## src/rtl/prefix_adder_pipe.sv

```systemverilog
// prefix_adder_pipe: pipelined Kogge-Stone adder/subtractor with global-stall valid/ready flow control.
// Optional tag sideband travelling with each operation: define PREFIX_ADDER_TAG_EN.
module prefix_adder_pipe #(
  parameter int unsigned WIDTH  = 64,
  parameter int unsigned LEVELS = $clog2(WIDTH),
  parameter int unsigned TAG_W  = 4
) (
  input  logic             clk,
  input  logic             rst,
  input  logic             flush,
  input  logic             in_valid,
  output logic             in_ready,
  input  logic             op_sub,
  input  logic             cin,
  input  logic [WIDTH-1:0] a,
  input  logic [WIDTH-1:0] b,
`ifdef PREFIX_ADDER_TAG_EN
  input  logic [TAG_W-1:0] in_tag,
  output logic [TAG_W-1:0] out_tag,
`endif
  output logic             out_valid,
  input  logic             out_ready,
  output logic [WIDTH-1:0] sum,
  output logic             cout,
  output logic             ovf,
  output logic             zero
);

  localparam int unsigned MSB = WIDTH - 1;
  // Propagate terms are only needed between levels, never after the last one.
  localparam int unsigned PW  = (LEVELS > 1) ? LEVELS - 1 : 1;

  if (WIDTH < 2 || WIDTH > 128 || LEVELS != $clog2(WIDTH) || TAG_W < 1) begin : g_param_check
    $error("prefix_adder_pipe: illegal parameterisation");
  end

  logic                         adv;
  logic                         s0_valid;
  logic [WIDTH-1:0]             s0_a;
  logic [WIDTH-1:0]             s0_b;
  logic                         s0_cin;
  logic [LEVELS-1:0]            lv_valid;
  logic [LEVELS-1:0]            lv_cin;
  logic [LEVELS-1:0]            lv_amsb;
  logic [LEVELS-1:0][WIDTH-1:0] lv_g;
  logic [LEVELS-1:0][WIDTH-1:0] lv_po;
  logic [PW-1:0][WIDTH-1:0]     lv_p;
  logic [LEVELS-1:0]            prev_valid;
  logic [LEVELS-1:0]            prev_cin;
  logic [LEVELS-1:0]            prev_amsb;
  logic [LEVELS-1:0][WIDTH-1:0] prev_po;
  logic [LEVELS-1:0][WIDTH-1:0] in_g;
  logic [LEVELS-1:0][WIDTH-1:0] in_p;
  logic [LEVELS-1:0][WIDTH-1:0] nxt_g;
  logic [PW-1:0][WIDTH-1:0]     nxt_p;
  logic [WIDTH-1:0]             sum_c;
  logic                         cout_c;
  logic                         ovf_c;

  assign adv      = ~out_valid | out_ready;
  assign in_ready = adv;

  // Level inputs: level 0 reads g/p formed from S0, with cin folded into bit 0's generate.
  always_comb begin
    prev_valid = '0;
    prev_cin   = '0;
    prev_amsb  = '0;
    prev_po    = '0;
    in_g       = '0;
    in_p       = '0;
    prev_valid[0] = s0_valid;
    prev_cin[0]   = s0_cin;
    prev_amsb[0]  = s0_a[MSB];
    prev_po[0]    = s0_a ^ s0_b;
    in_g[0]       = s0_a & s0_b;
    in_g[0][0]    = (s0_a[0] & s0_b[0]) | ((s0_a[0] ^ s0_b[0]) & s0_cin);
    in_p[0]       = s0_a ^ s0_b;
    for (int unsigned k = 1; k < LEVELS; k++) begin
      prev_valid[k] = lv_valid[k-1];
      prev_cin[k]   = lv_cin[k-1];
      prev_amsb[k]  = lv_amsb[k-1];
      prev_po[k]    = lv_po[k-1];
      in_g[k]       = lv_g[k-1];
      in_p[k]       = lv_p[k-1];
    end
  end

  // One Kogge-Stone level per stage at distance 2^k; low bits with no partner pass through.
  always_comb begin
    nxt_g = '0;
    nxt_p = '0;
    for (int unsigned k = 0; k < LEVELS; k++) begin
      nxt_g[k] = in_g[k] | (in_p[k] & (in_g[k] << (1 << k)));
    end
    for (int unsigned k = 0; k + 1 < LEVELS; k++) begin
      nxt_p[k] = in_p[k] & ((in_p[k] << (1 << k)) | ((WIDTH'(1) << (1 << k)) - WIDTH'(1)));
    end
  end

  // Result formation: carry into bit i is the fully resolved group generate of bit i-1.
  always_comb begin
    sum_c  = lv_po[LEVELS-1] ^ {lv_g[LEVELS-1][WIDTH-2:0], lv_cin[LEVELS-1]};
    cout_c = lv_g[LEVELS-1][MSB];
    ovf_c  = ~lv_po[LEVELS-1][MSB] & (sum_c[MSB] ^ lv_amsb[LEVELS-1]);
  end

  always_ff @(posedge clk or posedge rst) begin
    if (rst) begin
      s0_valid  <= 1'b0;
      s0_a      <= '0;
      s0_b      <= '0;
      s0_cin    <= 1'b0;
      lv_valid  <= '0;
      lv_cin    <= '0;
      lv_amsb   <= '0;
      lv_g      <= '0;
      lv_p      <= '0;
      lv_po     <= '0;
      out_valid <= 1'b0;
      sum       <= '0;
      cout      <= 1'b0;
      ovf       <= 1'b0;
      zero      <= 1'b0;
    end else begin
      if (adv) begin
        s0_valid  <= in_valid;
        s0_a      <= a;
        s0_b      <= op_sub ? ~b : b;
        s0_cin    <= cin;
        lv_valid  <= prev_valid;
        lv_cin    <= prev_cin;
        lv_amsb   <= prev_amsb;
        lv_g      <= nxt_g;
        lv_p      <= nxt_p;
        lv_po     <= prev_po;
        out_valid <= lv_valid[LEVELS-1];
        sum       <= sum_c;
        cout      <= cout_c;
        ovf       <= ovf_c;
        zero      <= ~|sum_c;
      end
      // Flush kills every in-flight word, stalled or not; data may stay stale.
      if (flush) begin
        s0_valid  <= 1'b0;
        lv_valid  <= '0;
        out_valid <= 1'b0;
      end
    end
  end

`ifdef PREFIX_ADDER_TAG_EN
  logic [TAG_W-1:0]             s0_tag;
  logic [LEVELS-1:0][TAG_W-1:0] lv_tag;
  logic [LEVELS-1:0][TAG_W-1:0] prev_tag;

  always_comb begin
    prev_tag    = '0;
    prev_tag[0] = s0_tag;
    for (int unsigned k = 1; k < LEVELS; k++) begin
      prev_tag[k] = lv_tag[k-1];
    end
  end

  // Tags carry no valid of their own; they ride the shared advance.
  always_ff @(posedge clk or posedge rst) begin
    if (rst) begin
      s0_tag  <= '0;
      lv_tag  <= '0;
      out_tag <= '0;
    end else if (adv) begin
      s0_tag  <= in_tag;
      lv_tag  <= prev_tag;
      out_tag <= lv_tag[LEVELS-1];
    end
  end
`endif

endmodule

```

## config.mk

```make
export PLATFORM = sky130hd
export DESIGN_NAME = prefix_adder_pipe
export DESIGN_NICKNAME = d
export VERILOG_FILES = /design/src/rtl/prefix_adder_pipe.sv
export SDC_FILE = /design/constraint.sdc
export NUM_CORES = 2
export LEC_CHECK = 0
export CORE_MARGIN = 1.5
export CORE_UTILIZATION = 52
export CTS_CLUSTER_DIAMETER = 30
export CTS_CLUSTER_SIZE = 12
export DETAILED_ROUTE_END_ITERATION = 16
export PLACE_DENSITY = 0.77
export SYNTH_ARGS = -nofsm -noshare
export SYNTH_HDL_FRONTEND = slang
export SYNTH_SLANG_ARGS = --single-unit
```

## constraint.sdc

```tcl
create_clock -name clk -period 58.4 [get_ports clk]
set_input_delay 11.68 -clock clk [delete_from_list [all_inputs] [get_ports clk]]
set_output_delay 11.68 -clock clk [all_outputs]
set_load 0.01 [all_outputs]
```

==> summary.md <==
| Metric | Value |
|---|---|
| Static leakage | `28.4 nW` |
| Syn Inst Count | `5343` |
| Worst-Margin Slew | `1180 ps` |
| CTS tree | `done` |
| Die Span Y | `313 µm` |
| Final global-route overflow total | `0` |
| Violation count after the first detailed-routing iteration | `3937` |
| Total chip power | `0.00258 W` |
| Initial Util | `52.5%` |
| Max-slew headroom | `21.2%` |
| CP endpoint kind | `output pin` |
| Total negative slack | `0 ps` |
| M1 WL | `52.4 mm` |
| Die width | `313 µm` |
| Vias in the first global route | `37000` |
| Vias per std cell | `5.39` |
| Clk Latency, worst-skew pair | `780 ps` |
| Fin nets | `5702` |
| P_int | `0.00190 W` |
| Layout cell share with drive strength beyond 1 | `7.13%` |
| Total Routing Usage GR | `26.0%` |
| CP max stage cell | `clkdlybuf4s50_1` |
| Pwr Density | `43.5 mW/mm²` |
| Final hold vios | `0` |
| Number of remaining DRC errors | `0` |
| Post-route ant nets | `0` |
| Port Buffers | `203` |
| Max Slew Vio Count | `0` |
| Htree depth | `4` |
| CP Max Fanout | `103` |
| HP Class | `reg -> reg` |
| FF+latch count, synth | `1242` |
| CP most frequent cell | `clkdlybuf4s50_1` |
| Pin count of the biggest net entering global routing | `247` |
| Cell Rows | `113` |
| Reg power frac | `42.2%` |
| Drt wl/cell | `18.1 µm` |
| Hold_buf cts | `0` |
| DR WL met3 | `9.37 mm` |
| Synthesized area | `0.0499 mm²` |
| Combinational fraction of design power | `9.3%` |
| Worst EP required | `46720 ps` |
| Worst-case clock buffer depth | `3` |
| Avg Cell Area, Syn | `9.34 µm²` |
| Synth Net Count | `5542` |
| Type of origin of the critical path | `input pin` |
| Full die area | `0.0978 mm²` |
| First-pass DRT Iterations | `6` |
| Global-route wire length before repair | `201 mm` |
| Commonest non-fill, non-tap cell in the layout | `nand2_1` |
| Peak Freq | `0.0399 GHz` |
| Via count | `37400` |
| Routed met2 length | `59.3 mm` |
| Final Setup Violations | `0` |
| Skew final | `41.2 ps` |
| Sink Count | `1242` |
| Status | `complete, no violations` |
| Fillers | `7404` |
| Register area share after synthesis | `62.3%` |
| Clk slew on worst S/H paths | `50 ps` |
| WP data arrival | `13390 ps` |
| Hold WS | `448 ps` |
| Yosys Warn Count | `0` |
| RSZ-0062 raised after global routing | `no` |
| Minimum clock period | `25070 ps` |
| CORE AREA | `0.0950 mm²` |
| IO Count | `204` |
| HPWL after DPL | `80.9 mm` |
| Crit-path cells | `clkdlybuf4s50_1 -> nor2b_4 -> inv_8 -> clkdlybuf4s50_1` |
| Post-cts resize count | `0` |
| Fin crit share | `42.9%` |
| Number of max-cap violations | `0` |
| Switching Fraction | `26.3%` |
| CTS Buf Count | `207` |
| Most frequent cells in the layout | `nand2_1 (2492), dfrtp_1 (1242), a21oi_1 (392)` |
| Placer congestion estimate | `0.850` |
| NetSw | `0.000678 W` |
| Top sig layer | `met5` |
| Worst path max stage delay | `680 ps` |
| Syn-to-layout area delta | `18.9%` |
| Distinct cells, synth | `25` |
| DRT Wirelength | `125 mm` |
| Crit path kind | `in -> out` |
| Root Buffer Master | `clkbuf_16` |
| Worst VDD drop | `0.0000311 V` |
| Initial antenna violation count | `6` |
| Clock power share | `48.5%` |
| Setup bufs post-CTS | `0` |
==> power by group through the flow <==
stage / combinational, W / sequential [W] / clock (W)
floorplan: 0.000132 / 0.00107 / 0
global placement: 0.000230 / 0.00109 / 0
detailed placement: 0.000237 / 0.00110 / 0
CTS: 0.000242 / 0.00109 / 0.00126
global route: 0.000268 / 0.00110 / 0.00130
finish: 0.000240 / 0.00109 / 0.00125
==> synth_stat cells <==
| cell | count | area [µm²] |
|---|---|---|
| nor4_1 | 3 | 18.8 |
| xnor2_1 | 128 | 1120 |
| buf_6 | 77 | 867 |
| nand3_1 | 260 | 1300 |
| buf_4 | 14 | 105 |
| buf_2 | 148 | 741 |
| a21oi_1 | 392 | 1960 |
| inv_2 | 1 | 3.75 |
| nand4_1 | 14 | 87.6 |
| o21ai_0 | 384 | 1920 |
| ha_1 | 64 | 801 |
| nand2_1 | 2492 | 9350 |
| xor2_1 | 1 | 8.76 |
| clkbuf_1 | 42 | 158 |
| nor2b_4 | 1 | 13.8 |
| buf_8 | 2 | 30.0 |
| o21ai_1 | 2 | 10.0 |
| nor2b_1 | 1 | 6.26 |
| nor2_1 | 70 | 263 |
| nand4bb_1 | 1 | 11.3 |
| o31ai_1 | 1 | 7.51 |
| buf_1 | 1 | 3.75 |
| inv_1 | 1 | 3.75 |
| dfrtp_1 | 1242 | 31100 |
| nor3_1 | 1 | 5.00 |
==> sequential cells by signal, summed over array words and instances, names as in the netlist, 63 cells and up <==
name and count:
lv_po 383, s0_a 64, lv_g 63, s0_b 64, in_p 259, in_g 320, sum 64
==> path summary, 6_finish.rpt <==
check,depth (start not counted),endpoint,slack (ps),start
max reg2reg,8,in_g[230],52190,out_valid
min,2,lv_po[251],450,lv_po[187]
max in group asynchronous,6,lv_po[19],42880,rst
min in group asynchronous,2,sum[15],11420,rst
max,4,in_ready,33330,out_ready
min reg2reg,2,lv_po[251],450,lv_po[187]
==> layout make-up <==
cell class                      instances  area [µm²]  area share (%)
Multi-Input combinational cell       3815       16900            28.5
Tap cell                             1265        1580            2.67
Antenna cell                            1        2.50         0.00422
Clock buffer                          250        5650            9.54
Sequential cell                      1242       31100            52.4
Inverter                                2        22.5          0.0380
Clock inverter                        133        1720            2.90
Timing Repair Buffer                  235        2340            3.95
==> layer usage <==
| metal | GRT usage, % | vias to the layer above |
|---|---|---|
| met5 | 0 | - |
| met4 | 10.7 | 2 |
| met3 | 5.95 | 242 |
| met2 | 40.2 | 1213 |
| met1 | 35.6 | 18400 |
| li1 | - | 17600 |
==> cell families (layout without fill, tap and decap cells) <==
logic type,Yosys count,in the layout,synth area share (%)
other,0,1,0
DFF,1242,1242,62.3
adders and majority gates,64,64,1.61
buffers and inverters,286,620,3.83
AOI/OAI and AO/OA,779,779,7.82
xor gates and xnor gates,129,129,2.26
and+or+nand+nor,2843,2843,22.2
==> stage by stage <==
step | cells | worst slack (ps) | utilization, % | area [µm²]
6_report | 6943 | 33330 | 62.4 | 59300
2_1_floorplan | 5343 | 11720 | - | 49900
4_1_cts | 6942 | 33310 | 62.4 | 59300
3_3_place_gp | 6559 | 33330 | 54.6 | 51900
5_1_grt | 6942 | 33240 | 62.4 | 59300
3_5_place_dp | 6559 | 33340 | 54.6 | 51900
==> critical path, delay by kind of cell <==
kind	cells	cell delay, ps
simple gates	1	80
buf+inv	3	1620
Power figures use the tool's default switching activity.
